<file path="config.mk">
export PLATFORM = sky130hd
export DESIGN_NAME = adder_phase_ctrl
export DESIGN_NICKNAME = d
export VERILOG_FILES = /design/src/rtl/adder_ctrl_pkg.sv /design/src/rtl/adder_phase_ctrl_op_fifo.sv /design/src/rtl/adder_phase_ctrl.sv
export SDC_FILE = /design/constraint.sdc
export NUM_CORES = 1
export LEC_CHECK = 0
export ABC_AREA = 1
export CORE_UTILIZATION = 40
export DETAILED_ROUTE_END_ITERATION = 6
export PLACE_DENSITY = 0.73
export RECOVER_POWER = 100
export SLEW_MARGIN = 20
export SYNTH_ARGS = -nofsm -noshare
export SYNTH_HDL_FRONTEND = slang
export SYNTH_HIERARCHICAL = 1
export SYNTH_SLANG_ARGS = --single-unit
</file>
<file path="constraint.sdc">
create_clock -name clk -period 7.8 [get_ports clk]
set_input_delay 1.95 -clock clk [delete_from_list [all_inputs] [get_ports clk]]
set_output_delay 1.95 -clock clk [all_outputs]
set_load 0.01 [all_outputs]
</file>
<file path="src/rtl/adder_ctrl_pkg.sv">
// Shared types and constants for the adiabatic adder phase controller.
// Holds the FSM state encoding, the stage/step constants and the queued operand record.
package adder_ctrl_pkg;
    localparam int NUM_STAGES   = 8;
    localparam int CAPTURE_STEP = 8;
    localparam int OP_W         = 16;

    typedef enum logic [1:0] {
        ST_IDLE,
        ST_EVAL,
        ST_HOLD,
        ST_RECOVER
    } state_t;

    typedef struct packed {
        logic [0:OP_W-1] a;
        logic [0:OP_W-1] b;
        logic            cin;
    } operand_t;
endpackage

</file>
<file path="src/rtl/adder_phase_ctrl_op_fifo.sv">
// Small operand queue feeding the adder phase controller.
// The caller never pushes when full or pops when empty.
module op_fifo
    import adder_ctrl_pkg::*;
#(
    parameter int DEPTH = 2
) (
    input  logic     clk,
    input  logic     rst_n,
    input  logic     push,
    input  operand_t wr_data,
    input  logic     pop,
    output operand_t rd_data,
    output logic     full,
    output logic     empty
);
    localparam int PW = (DEPTH > 1) ? $clog2(DEPTH) : 1;
    localparam int CW = $clog2(DEPTH + 1);

    operand_t      mem_q [DEPTH];
    logic [PW-1:0] wr_ptr_q, wr_ptr_d;
    logic [PW-1:0] rd_ptr_q, rd_ptr_d;
    logic [CW-1:0] count_q, count_d;

    function automatic logic [PW-1:0] ptr_inc(input logic [PW-1:0] p);
        return (p == PW'(DEPTH - 1)) ? '0 : p + 1'b1;
    endfunction

    always_comb begin
        wr_ptr_d = push ? ptr_inc(wr_ptr_q) : wr_ptr_q;
        rd_ptr_d = pop  ? ptr_inc(rd_ptr_q) : rd_ptr_q;
        count_d  = count_q + CW'(push) - CW'(pop);
    end

    always_ff @(posedge clk or negedge rst_n) begin
        if (!rst_n) begin
            wr_ptr_q <= '0;
            rd_ptr_q <= '0;
            count_q  <= '0;
        end else begin
            wr_ptr_q <= wr_ptr_d;
            rd_ptr_q <= rd_ptr_d;
            count_q  <= count_d;
        end
    end

    // Storage carries no reset; occupancy alone decides what is valid.
    always_ff @(posedge clk) begin
        if (push) mem_q[wr_ptr_q] <= wr_data;
    end

    assign rd_data = mem_q[rd_ptr_q];
    assign full    = (count_q == CW'(DEPTH));
    assign empty   = (count_q == '0);
endmodule

</file>
<file path="src/rtl/adder_phase_ctrl.sv">
// Power-clock sequencer for an 8-stage adiabatic adder: queues operands, steps the
// staggered clkpos pulses, captures the sum and holds the last stage under backpressure.
module adder_phase_ctrl
    import adder_ctrl_pkg::*;
#(
    parameter int WIDTH      = 16,
    parameter int FIFO_DEPTH = 2
) (
    input  logic                  clk,
    input  logic                  rst_n,
    input  logic                  in_valid,
    output logic                  in_ready,
    input  logic [0:WIDTH-1]      in_a,
    input  logic [0:WIDTH-1]      in_b,
    input  logic                  in_cin,
    output logic [0:NUM_STAGES-1] clkpos,
    output logic [0:NUM_STAGES-1] clkneg,
    output logic [0:WIDTH-1]      op_a,
    output logic [0:WIDTH-1]      op_b,
    output logic                  op_cin,
    input  logic [0:WIDTH-1]      add_out,
    input  logic                  add_cout,
    output logic                  out_valid,
    input  logic                  out_ready,
    output logic [0:WIDTH-1]      out_sum,
    output logic                  out_cout,
    output logic                  busy,
    output logic [15:0]           ops_done
);
    localparam int SW = $clog2(CAPTURE_STEP + 1);

    state_t                state_q, state_d;
    logic [SW-1:0]         s_q, s_d;
    operand_t              op_q, op_d;
    logic [0:NUM_STAGES-1] clkpos_q, clkpos_d;
    logic                  out_valid_q, out_valid_d;
    logic [0:WIDTH-1]      sum_q, sum_d;
    logic                  cout_q, cout_d;
    logic [15:0]           ops_q, ops_d;
    logic                  push, pop, capture, can_capture;
    logic                  fifo_full, fifo_empty;
    operand_t              push_data, head;

    assign push      = in_valid && in_ready;
    assign push_data = {in_a, in_b, in_cin};

    op_fifo #(.DEPTH(FIFO_DEPTH)) u_op_fifo (
        .clk     (clk),
        .rst_n   (rst_n),
        .push    (push),
        .wr_data (push_data),
        .pop     (pop),
        .rd_data (head),
        .full    (fifo_full),
        .empty   (fifo_empty)
    );

    always_comb begin
        state_d     = state_q;
        s_d         = s_q;
        op_d        = op_q;
        pop         = 1'b0;
        capture     = 1'b0;
        can_capture = !out_valid_q || out_ready;
        out_valid_d = out_valid_q && !out_ready;
        sum_d       = sum_q;
        cout_d      = cout_q;
        ops_d       = ops_q;
        clkpos_d    = '0;

        case (state_q)
            ST_IDLE, ST_RECOVER: begin
                if (!fifo_empty) begin
                    pop     = 1'b1;
                    op_d    = head;
                    state_d = ST_EVAL;
                    s_d     = '0;
                end else begin
                    state_d = ST_IDLE;
                end
            end
            ST_EVAL: begin
                if (s_q == SW'(CAPTURE_STEP)) begin
                    s_d = '0;
                    if (can_capture) begin
                        capture = 1'b1;
                        state_d = ST_RECOVER;
                    end else begin
                        state_d = ST_HOLD;
                    end
                end else begin
                    s_d = s_q + 1'b1;
                end
            end
            ST_HOLD: begin
                if (can_capture) begin
                    capture = 1'b1;
                    state_d = ST_RECOVER;
                end
            end
            default: state_d = ST_IDLE;
        endcase

        // A capture overrides any out_ready clear in the same cycle.
        if (capture) begin
            out_valid_d = 1'b1;
            sum_d       = add_out;
            cout_d      = add_cout;
            ops_d       = ops_q + 16'd1;
        end

        // clkpos is registered, so it is decoded from the state being entered.
        for (int i = 0; i < NUM_STAGES; i++) begin
            clkpos_d[i] = (state_d == ST_EVAL) && ((s_d == SW'(i)) || (s_d == SW'(i + 1)));
        end
        if (state_d == ST_HOLD) clkpos_d[NUM_STAGES-1] = 1'b1;
    end

    always_ff @(posedge clk or negedge rst_n) begin
        if (!rst_n) begin
            state_q     <= ST_IDLE;
            s_q         <= '0;
            op_q        <= '0;
            clkpos_q    <= '0;
            out_valid_q <= 1'b0;
            sum_q       <= '0;
            cout_q      <= 1'b0;
            ops_q       <= '0;
        end else begin
            state_q     <= state_d;
            s_q         <= s_d;
            op_q        <= op_d;
            clkpos_q    <= clkpos_d;
            out_valid_q <= out_valid_d;
            sum_q       <= sum_d;
            cout_q      <= cout_d;
            ops_q       <= ops_d;
        end
    end

    assign in_ready  = !fifo_full;
    assign clkpos    = clkpos_q;
    assign clkneg    = ~clkpos_q;
    assign op_a      = op_q.a;
    assign op_b      = op_q.b;
    assign op_cin    = op_q.cin;
    assign out_valid = out_valid_q;
    assign out_sum   = sum_q;
    assign out_cout  = cout_q;
    assign busy      = (state_q != ST_IDLE);
    assign ops_done  = ops_q;
endmodule
</file>
=== Word-level counts from Yosys, hierarchy flattened ===
Memories as Yosys holds them, arrays and structs flattened. A register that Yosys moved wholly into a read port is not among the register bits.
Cells that the tools add are included.

* Add/sub/neg operators: 6
* Equality and inequality tests: 15
* Muxes and demuxes: 19
* Bitwise logic cells: 2
* Reductions and logical operators: 29

{| class="wikitable"
|+ Operators with widths
! kind !! count
|-
| $add A16 B1 Y16 const B || 1
|-
| $eq A4 B3 Y1 const B || 4
|-
| $mux W1 || 12
|-
| $logic_and A1 B1 Y1 || 10
|-
| $logic_or A1 B1 Y1 || 9
|-
| $eq A2 B2 Y1 const B || 4
|-
| $eq A4 B2 Y1 const B || 2
|-
| $eq A4 B4 Y1 const B || 2
|-
| $mux W4 || 2
|-
| $not A8 Y8 || 1
|-
| $pmux W4 S2 || 1
|-
| $pmux W2 S3 || 1
|-
| $add A4 B1 Y4 const B || 1
|-
| $eq A2 B1 Y1 const B || 2
|-
| $eq A4 B1 Y1 const B || 1
|-
| $logic_not A1 Y1 || 4
|-
| $logic_not A2 Y1 || 2
|-
| $logic_not A4 Y1 || 1
|-
| $mux W2 || 2
|-
| $add A1 B1 Y1 const B || 2
|-
| $add A2 B1 Y2 || 1
|-
| $pmux W1 S2 || 1
|-
| $reduce_and A2 Y1 || 1
|-
| $reduce_bool A2 Y1 || 1
|-
| other kinds (3) || 3
|}

* Bits in registers: 52
* Bits in writable memories: 66
* Bits of input ports: 54
* Output and inout bits: 85
* Word-level logic and storage cells: 82
* Memories: 1

{| class="wikitable"
|+ Memory list
! memory !! words !! width !! rd ports !! clocked after Yosys merged registers in !! wr ports !! RTL line !! text
|-
| u_op_fifo.mem_q || 2 || 33 || 1 || 1 || 1 || adder_phase_ctrl_op_fifo.sv:20 || <nowiki>operand_t mem_q [DEPTH];</nowiki>
|}

=== Longest topological paths before layout ===
Gate-level depths: netlist (run 1).

* Depth in word-level cells: 8
* Depth in mapped cells: 12
* Mapped depth without buffers: 12

=== By module ===
Netlist (run 1), hierarchy kept.

{| class="wikitable"
|+ Modules (own cells, without submodules)
! module !! times used !! cells an instance !! area an instance (um^2) !! sequential area each (um^2)
|-
| adder_phase_ctrl || 1 || 442 || 3663.5 || 2026.9
|-
| op_fifo || 1 || 197 || 2660.1 || 2082.0
|}

=== Worst setup path after synthesis (run 1) ===
OpenSTA, ideal clock, no wires.

* Path kind: input to register
* Start point: in in_valid
* End point: mem u_op_fifo/mem_q[0][0] (netlist name), enable pin
* Library setup time: 0.423 ns
* Arrival time: 3.635 ns
* Data required time: 7.377 ns
* Path slack: 3.742 ns
* Cell stages on the path: 4
* Buffers on the path: 0
* Cell sequence: inv_1 nor2_1 inv_1 nor2_1

* Cells in the longest elaborated chain, start to end: 3

{| class="wikitable"
|+ RTL lines
! item !! RTL line !! text
|-
| start, declared || adder_phase_ctrl.sv:11 || <nowiki>input logic in_valid,</nowiki>
|-
| $logic_and A1 B1 Y1 || adder_phase_ctrl.sv:44 || <nowiki>assign push = in_valid && in_ready;</nowiki>
|-
| named net push || adder_phase_ctrl.sv:40 || <nowiki>logic push, pop, capture, can_capture;</nowiki>
|-
| $mux W1 || adder_phase_ctrl_op_fifo.sv:49 || <nowiki>if (push) mem_q[wr_ptr_q] <= wr_data;</nowiki>
|-
| $mux W1 (implied by the code) || adder_phase_ctrl_op_fifo.sv:49 ||
|-
| end, declared || adder_phase_ctrl_op_fifo.sv:20 ||
|}

The timed path passes the listed nets, and every way through them passes these cells.

=== Final worst setup path (run 1) ===
* Start point: reg state_q[1]
* End point: reg clkpos_q (netlist bit clkpos[0])

* Elaborated cells on any way between the ends: 14
* Those cells by class: eq/ne: 5; mux: 4; reduce/logical: 5

{| class="wikitable"
|+ RTL lines
! item !! RTL line !! text
|-
| start, declared || adder_phase_ctrl.sv:32 || <nowiki>state_t state_q, state_d;</nowiki>
|-
| start signal, assigned || adder_phase_ctrl.sv:130 || <nowiki>state_q <= state_d;</nowiki>
|-
| $eq A2 B2 Y1 / $logic_not A2 Y1 (equally long branches) || adder_phase_ctrl.sv:71 || <nowiki>case (state_q)</nowiki>
|-
| $reduce_or A2 Y1 || adder_phase_ctrl.sv:71 ||
|-
| $pmux W2 S3 * || adder_phase_ctrl.sv:71 ||
|-
| named net state_d[0] || adder_phase_ctrl.sv:32 ||
|-
| $eq A2 B1 Y1 * || adder_phase_ctrl.sv:114 || <nowiki>clkpos_d[i] = (state_d == ST_EVAL) && ((s_d == SW'(i)) || (s_d == SW'(i + 1)));</nowiki>
|-
| $logic_and A1 B1 Y1 * || adder_phase_ctrl.sv:114 ||
|-
| named net clkpos_d, one bit || adder_phase_ctrl.sv:35 || <nowiki>logic [0:NUM_STAGES-1] clkpos_q, clkpos_d;</nowiki>
|-
| end signal, assigned || adder_phase_ctrl.sv:133 || <nowiki>clkpos_q <= clkpos_d;</nowiki>
|-
| end, declared || adder_phase_ctrl.sv:35 ||
|}

The timed path passes the listed nets; every way through them passes the cells marked *.
A chain may end at the register's enable or synchronous reset.

==> results of run 1 <==
-- logic make-up (layout without fill, tap and decap cells) --
kind of cell | count (synthesis) | after routing | synth area share
buf+inv | 105 | 259 | 0.0708
compound gates | 48 | 48 | 0.0398
simple gates | 311 | 311 | 0.201
other cells | 0 | 2 | 0
flops | 151 | 151 | 0.650
xor+xnor | 15 | 15 | 0.0208
fa+ha+maj | 9 | 9 | 0.0178
-- registers in the layout (all words and copies together) (netlist names) --
register	cells
out_valid	1
state_q	2
u_op_fifo/wr_ptr_q	1
clkpos	8
op_a	16
op_cin	1
op_b	16
s_q	4
out_cout	1
ops_done	16
u_op_fifo/mem_q	66
out_sum	16
u_op_fifo/rd_ptr_q	1
u_op_fifo/count_q	2
-- synth_stat cells, drive strengths merged --
cell / instances / share of area
nor2: 34 / 0.023
nand2: 249 / 0.15
a31oi: 1 / 0.00099
edfxtp: 66 / 0.31
o21ai: 42 / 0.033
xnor2: 4 / 0.0055
xor2: 11 / 0.015
ha: 9 / 0.018
nand4: 8 / 0.0089
dfrtp: 85 / 0.34
buf: 12 / 0.015
nor3: 5 / 0.0040
or2: 1 / 0.00099
nand3: 14 / 0.013
a21oi: 4 / 0.0038
clkbuf: 7 / 0.0042
inv: 86 / 0.051
o21bai: 1 / 0.0018
-- layout by cell type, fill, tap and decap left out, drive strengths merged, types with 14 or more instances in the layout --
| cell | Yosys | routed |
|---|---|---|
| dlygate4sd3 | 0 | 120 |
| nor2 | 34 | 34 |
| clkbuf | 7 | 22 |
| clkdlybuf4s50 | 0 | 17 |
| inv | 86 | 93 |
| nand3 | 14 | 14 |
| dfrtp | 85 | 85 |
| o21ai | 42 | 42 |
| edfxtp | 66 | 66 |
| nand2 | 249 | 249 |
-- worst paths after layout --
check	startpoint	endpoint	slack (ps)	cells after the start
worst max-delay path	state_q[1]	clkpos[0]	2790	9
worst min-delay path	op_a[1]	op_a[1]	470	2
worst max register to register	state_q[1]	clkpos[0]	2790	9
worst min register to register	op_a[1]	op_a[1]	470	2
max in group asynchronous	rst_n	u_op_fifo/rd_ptr_q	4180	2
min in group asynchronous	rst_n	clkpos[2]	2020	1
-- per-layer routing --
metal | routed length (µm) | GRT usage | vias to the layer above
met3 | 904 | 0.0651 | 14
met1 | 5740 | 0.213 | 2102
met2 | 5990 | 0.275 | 139
li1 | - | - | 2289
met4 | 111 | 0.0526 | 2
met5 | 13 | 0 | -
-- worst reg2reg max path, stage by stage, from the launching register on --
cell and delay, ps:
dfrtp_1 390, inv_1 80, ha_1 320, nor2_1 1880
inv_1 1370, nand3_1 440, nand2_1 190, inv_4 90
nand2_1 60, nor2_1 110
-- cell type report --
class,count,area [µm²]
Fill cell,1359,6920
Clock buffer,19,443
Inverter,86,325
Antenna cell,2,5.00
Clock inverter,13,135
Timing Repair Buffer,141,1390
Tap cell,211,264
Multi-Input combinational cell,383,1720
Sequential cell,151,4110
-- per-stage QoR --
| stage | area, µm² | instances | hold slack (ps) | util |
|---|---|---|---|---|
| global route | 8390 | 1005 | 486 | 0.548 |
| global placement | 7880 | 972 | 454 | 0.515 |
| CTS | 8460 | 1004 | 473 | 0.552 |
| finish | 8390 | 1006 | 465 | 0.548 |
| detailed placement | 7880 | 972 | 458 | 0.515 |
| floorplan | 6320 | 639 | 461 | - |
-- power by group --
part | leakage (nW) | total [mW] | internal (mW) | switching, mW
clock network | 0.283 | 0.795 | 0.457 | 0.338
registers | 1.66 | 1.25 | 1.09 | 0.156
logic | 1.95 | 0.951 | 0.407 | 0.545
total | 3.90 | 2.99 | 1.96 | 1.04
==> metrics.yaml, run 1 <==
crit_type: "flop to flop"
grt_first_pass_wirelength_um: 21300
grt-ovfl-total: 0
tightestPinTransition_ps: 2750
syn_inst: 639
dp_hpwl_um: 8290
min_path_type: "flop to flop"
tns_ps: 0
synth.ff_latch_count: 151
cp-end-kind: "flop"
cts_buffers: 17
crit_fanout: 36
synth_cell_type_count: 29
synth_nets: 702
wl_per_cell_um: 12.7
fin_ws_ps: 2790
fin_crit_sh: 0.642
io_pins: 139
hold_buffers: 0
clk_path_buf_depth: 2
cp_slowest_cell: "nor2_1"
critPathBufInv: 3
clk_pin_slew_worst_paths_ps: 60
arrival_ps: 5350
critPathMaxStageDelay_ps: 1880
area_growth_pct: 32.7
vias_per_cell: 4.52
slew_headroom: -0.841
clock-sinks: 151
cts_root_buffer: "clkbuf_16"
port_buffers: 138
power_density_nw_per_um2: 357
critical_path.top_delay_family: "simple AND/OR/NAND/NOR gates"
path_cells: "inv_1, ha_1, nor2_1, inv_1, nand3_1, nand2_1, inv_4, nand2_1, nor2_1"
power.leakage_nw: 3.90
post-place-ws_ps: 3800
ant_nets: 0
min_period_ps: 5010
finalHoldViolCount: 0
yosysWarnings: 6
die_h_um: 128
dieArea_um2: 16300
grt_pass1_vias: 4367
dr.pass1.iters: 4
cap_violations: 4
dieWidth_um: 128
vias: 4546
syn_area_um2: 6320
skew_ps: 16.2
first_iter_violations: 228
grt_max_degree: 68
antenna_found_initial: 3
cts_tree: "built"
setup_viol: 0
cts_resized: 0
maxSlewViolCount: 137
layout-drive-gt1-share: 0.0517
place.gp.congestion: 0.830
track_usage: 0.171
fmax_mhz: 200
crit_required_ps: 8140
htreeDepth: 4
start_util: 0.413
yosysSeqAreaShare: 0.650
total_power_mw: 2.99
violations: "max-capacitance violations, max-slew violations"
vdd_drop_max_mv: 0.231
drc: 0
postCtsSetupBuffers: 0
status: "complete, but fails checks"
clock_latency_ps: 430
rows: 45
avgSynthCellArea_um2: 9.90
core-area_um2: 15300
wl_um: 12800
final_nets: 843
start_kind: "flop"
rsz0062_at_grt: "no"
(Power assumes the default switching activity.)
==> inputs of run 2 (changes only) <==
==> constraint.sdc (replaced) <==
create_clock -name clk -period 4.7 [get_ports clk]
set_input_delay 1.175 -clock clk [delete_from_list [all_inputs] [get_ports clk]]
set_output_delay 1.175 -clock clk [all_outputs]
set_load 0.01 [all_outputs]
==> metrics.yaml, run 2 (same netlist as run 1, synthesis figures left out) <==
critPathMaxStageDelay_ps: 1280
dr.pass1.iters: 4
critical_path.top_delay_family: "simple AND/OR/NAND/NOR gates"
grt_max_degree: 68
final_nets: 843
grt-ovfl-total: 0
postCtsSetupBuffers: 0
vdd_drop_max_mv: 0.338
clock_latency_ps: 420
first_iter_violations: 285
cts_buffers: 17
status: "complete, but fails checks"
hold_buffers: 0
io_pins: 139
critPathBufInv: 3
final_common_cell: "nand2_1"
comb_power_share: 0.318
dieWidth_um: 128
port_buffers: 138
start_util: 0.413
largest_reg_flops: 66
cp-endpoint: "u_op_fifo/mem_q[0][17]"
power_density_nw_per_um2: 587
r2r_slack_ps: 1550
grt_first_pass_wirelength_um: 21100
vias_per_cell: 4.51
maxSlewViolCount: 61
ant_nets: 0
tns_ps: 0
cellInternalPower_mw: 3.24
wl_per_cell_um: 12.7
crit_path_start: "in_valid"
place_area_um2: 7880
place.gp.congestion: 0.800
htreeDepth: 4
power.leakage_nw: 3.89
grt_pass1_vias: 4468
slew_headroom: -0.154
cts_root_buffer: "clkbuf_16"
crit_fanout: 33
layout-drive-gt1-share: 0.0530
path_cells: "dlygate4sd3_1, inv_1, nor2_1, inv_1, nor2_2"
die_h_um: 128
area_growth_pct: 32.9
crit_cells: 5
cp-end-kind: "flop"
cts_resized: 0
start_kind: "primary input"
rr_worst_depth: 9
setup_viol: 0
finalHoldViolCount: 0
dp_hpwl_um: 8830
track_usage: 0.169
tightestPinTransition_ps: 1730
final_area_um2: 8410
p_sw_frac: 0.343
dp_cells: 972
dieArea_um2: 16300
min_period_ps: 3350
clk_path_buf_depth: 2
fmax_mhz: 299
crit_required_ps: 4700
seq_power_share: 0.419
vias: 4543
rows: 45
clk_pin_slew_worst_paths_ps: 60
rsz0062_at_grt: "no"
arrival_ps: 3350
utilization: 0.549
wl_um: 12800
final_cell_mix: "245 x nand2_1, 120 x dlygate4sd3_1, 84 x inv_1, 84 x dfrtp_1, 66 x edfxtp_1"
antenna_found_initial: 5
final_cell_count_no_fill: 1008
crit_type: "primary input to flop"
timing.rr.start: "state_q[0]"
crit_top_cell: "inv_1"
cts_tree: "built"
r2r_end: "clkpos[6]"
skew_ps: 15.9
violations: "max-capacitance violations, max-slew violations"
clock-sinks: 151
p_sw_mw: 1.69
fin_crit_sh: 0.712
drc: 0
cap_violations: 2
core-area_um2: 15300
top_register: "u_op_fifo/mem_q"
min_path_type: "flop to flop"
cp_slowest_cell: "nor2_2"
p_clk_frac: 0.263
## run 2: cell type report
class,count,area (µm²)
timing repair buffer,141,1390
clock buffer,20,458
inverter,86,324
antenna,4,10.0
multi-input combinational,383,1730
clock inverter,12,119
tap,211,264
sequential,151,4110
fill,1354,6910
## run 2: worst min path at each step
stage          slack [ps]                  to  depth (start not counted)          startpoint
3_5_place_dp          460             op_b[2]                          2             op_b[2]
5_1_grt               490          out_sum[3]                          2          out_sum[3]
2_1_floorplan         460  u_op_fifo/wr_ptr_q                          1  u_op_fifo/wr_ptr_q
6_report              470             op_b[2]                          2             op_b[2]
4_1_cts               470             op_b[2]                          2             op_b[2]
3_3_place_gp          460             op_b[0]                          2             op_b[0]
## run 2: through the flow
step	power [mW]	setup WS (ps)	hold WS (ps)
3_3_place_gp	3.78	1480	456
4_1_cts	5.16	1840	473
2_1_floorplan	3.03	1420	461
5_1_grt	5.30	1020	488
6_report	4.93	1350	465
3_5_place_dp	3.84	1440	457
## run 2: layer usage
metal / global-route usage / routed length (µm) / up-vias
li1: - / - / 2292
met1: 0.201 / 5440 / 2093
met2: 0.287 / 6290 / 144
met3: 0.0480 / 884 / 12
met4: 0.0699 / 129 / 2
met5: 0 / 13 / -
## run 2: worst reg2reg max path, cell delays in order, from the launching register on
cell and delay (ps):
dfrtp_1 370, inv_1 80, ha_1 370, nor2_4 700
inv_1 770, nand3_1 360, nand2_1 140, clkinvlp_2 130
nand2_1 70, nor2_1 90
## run 2: power by group through the flow
stage	Combinational, mW	Clock [mW]	Sequential, mW
global route	1.78	1.39	2.12
global placement	1.69	0	2.09
CTS	1.75	1.34	2.08
floorplan	0.924	0	2.11
finish	1.57	1.30	2.07
detailed placement	1.74	0	2.10
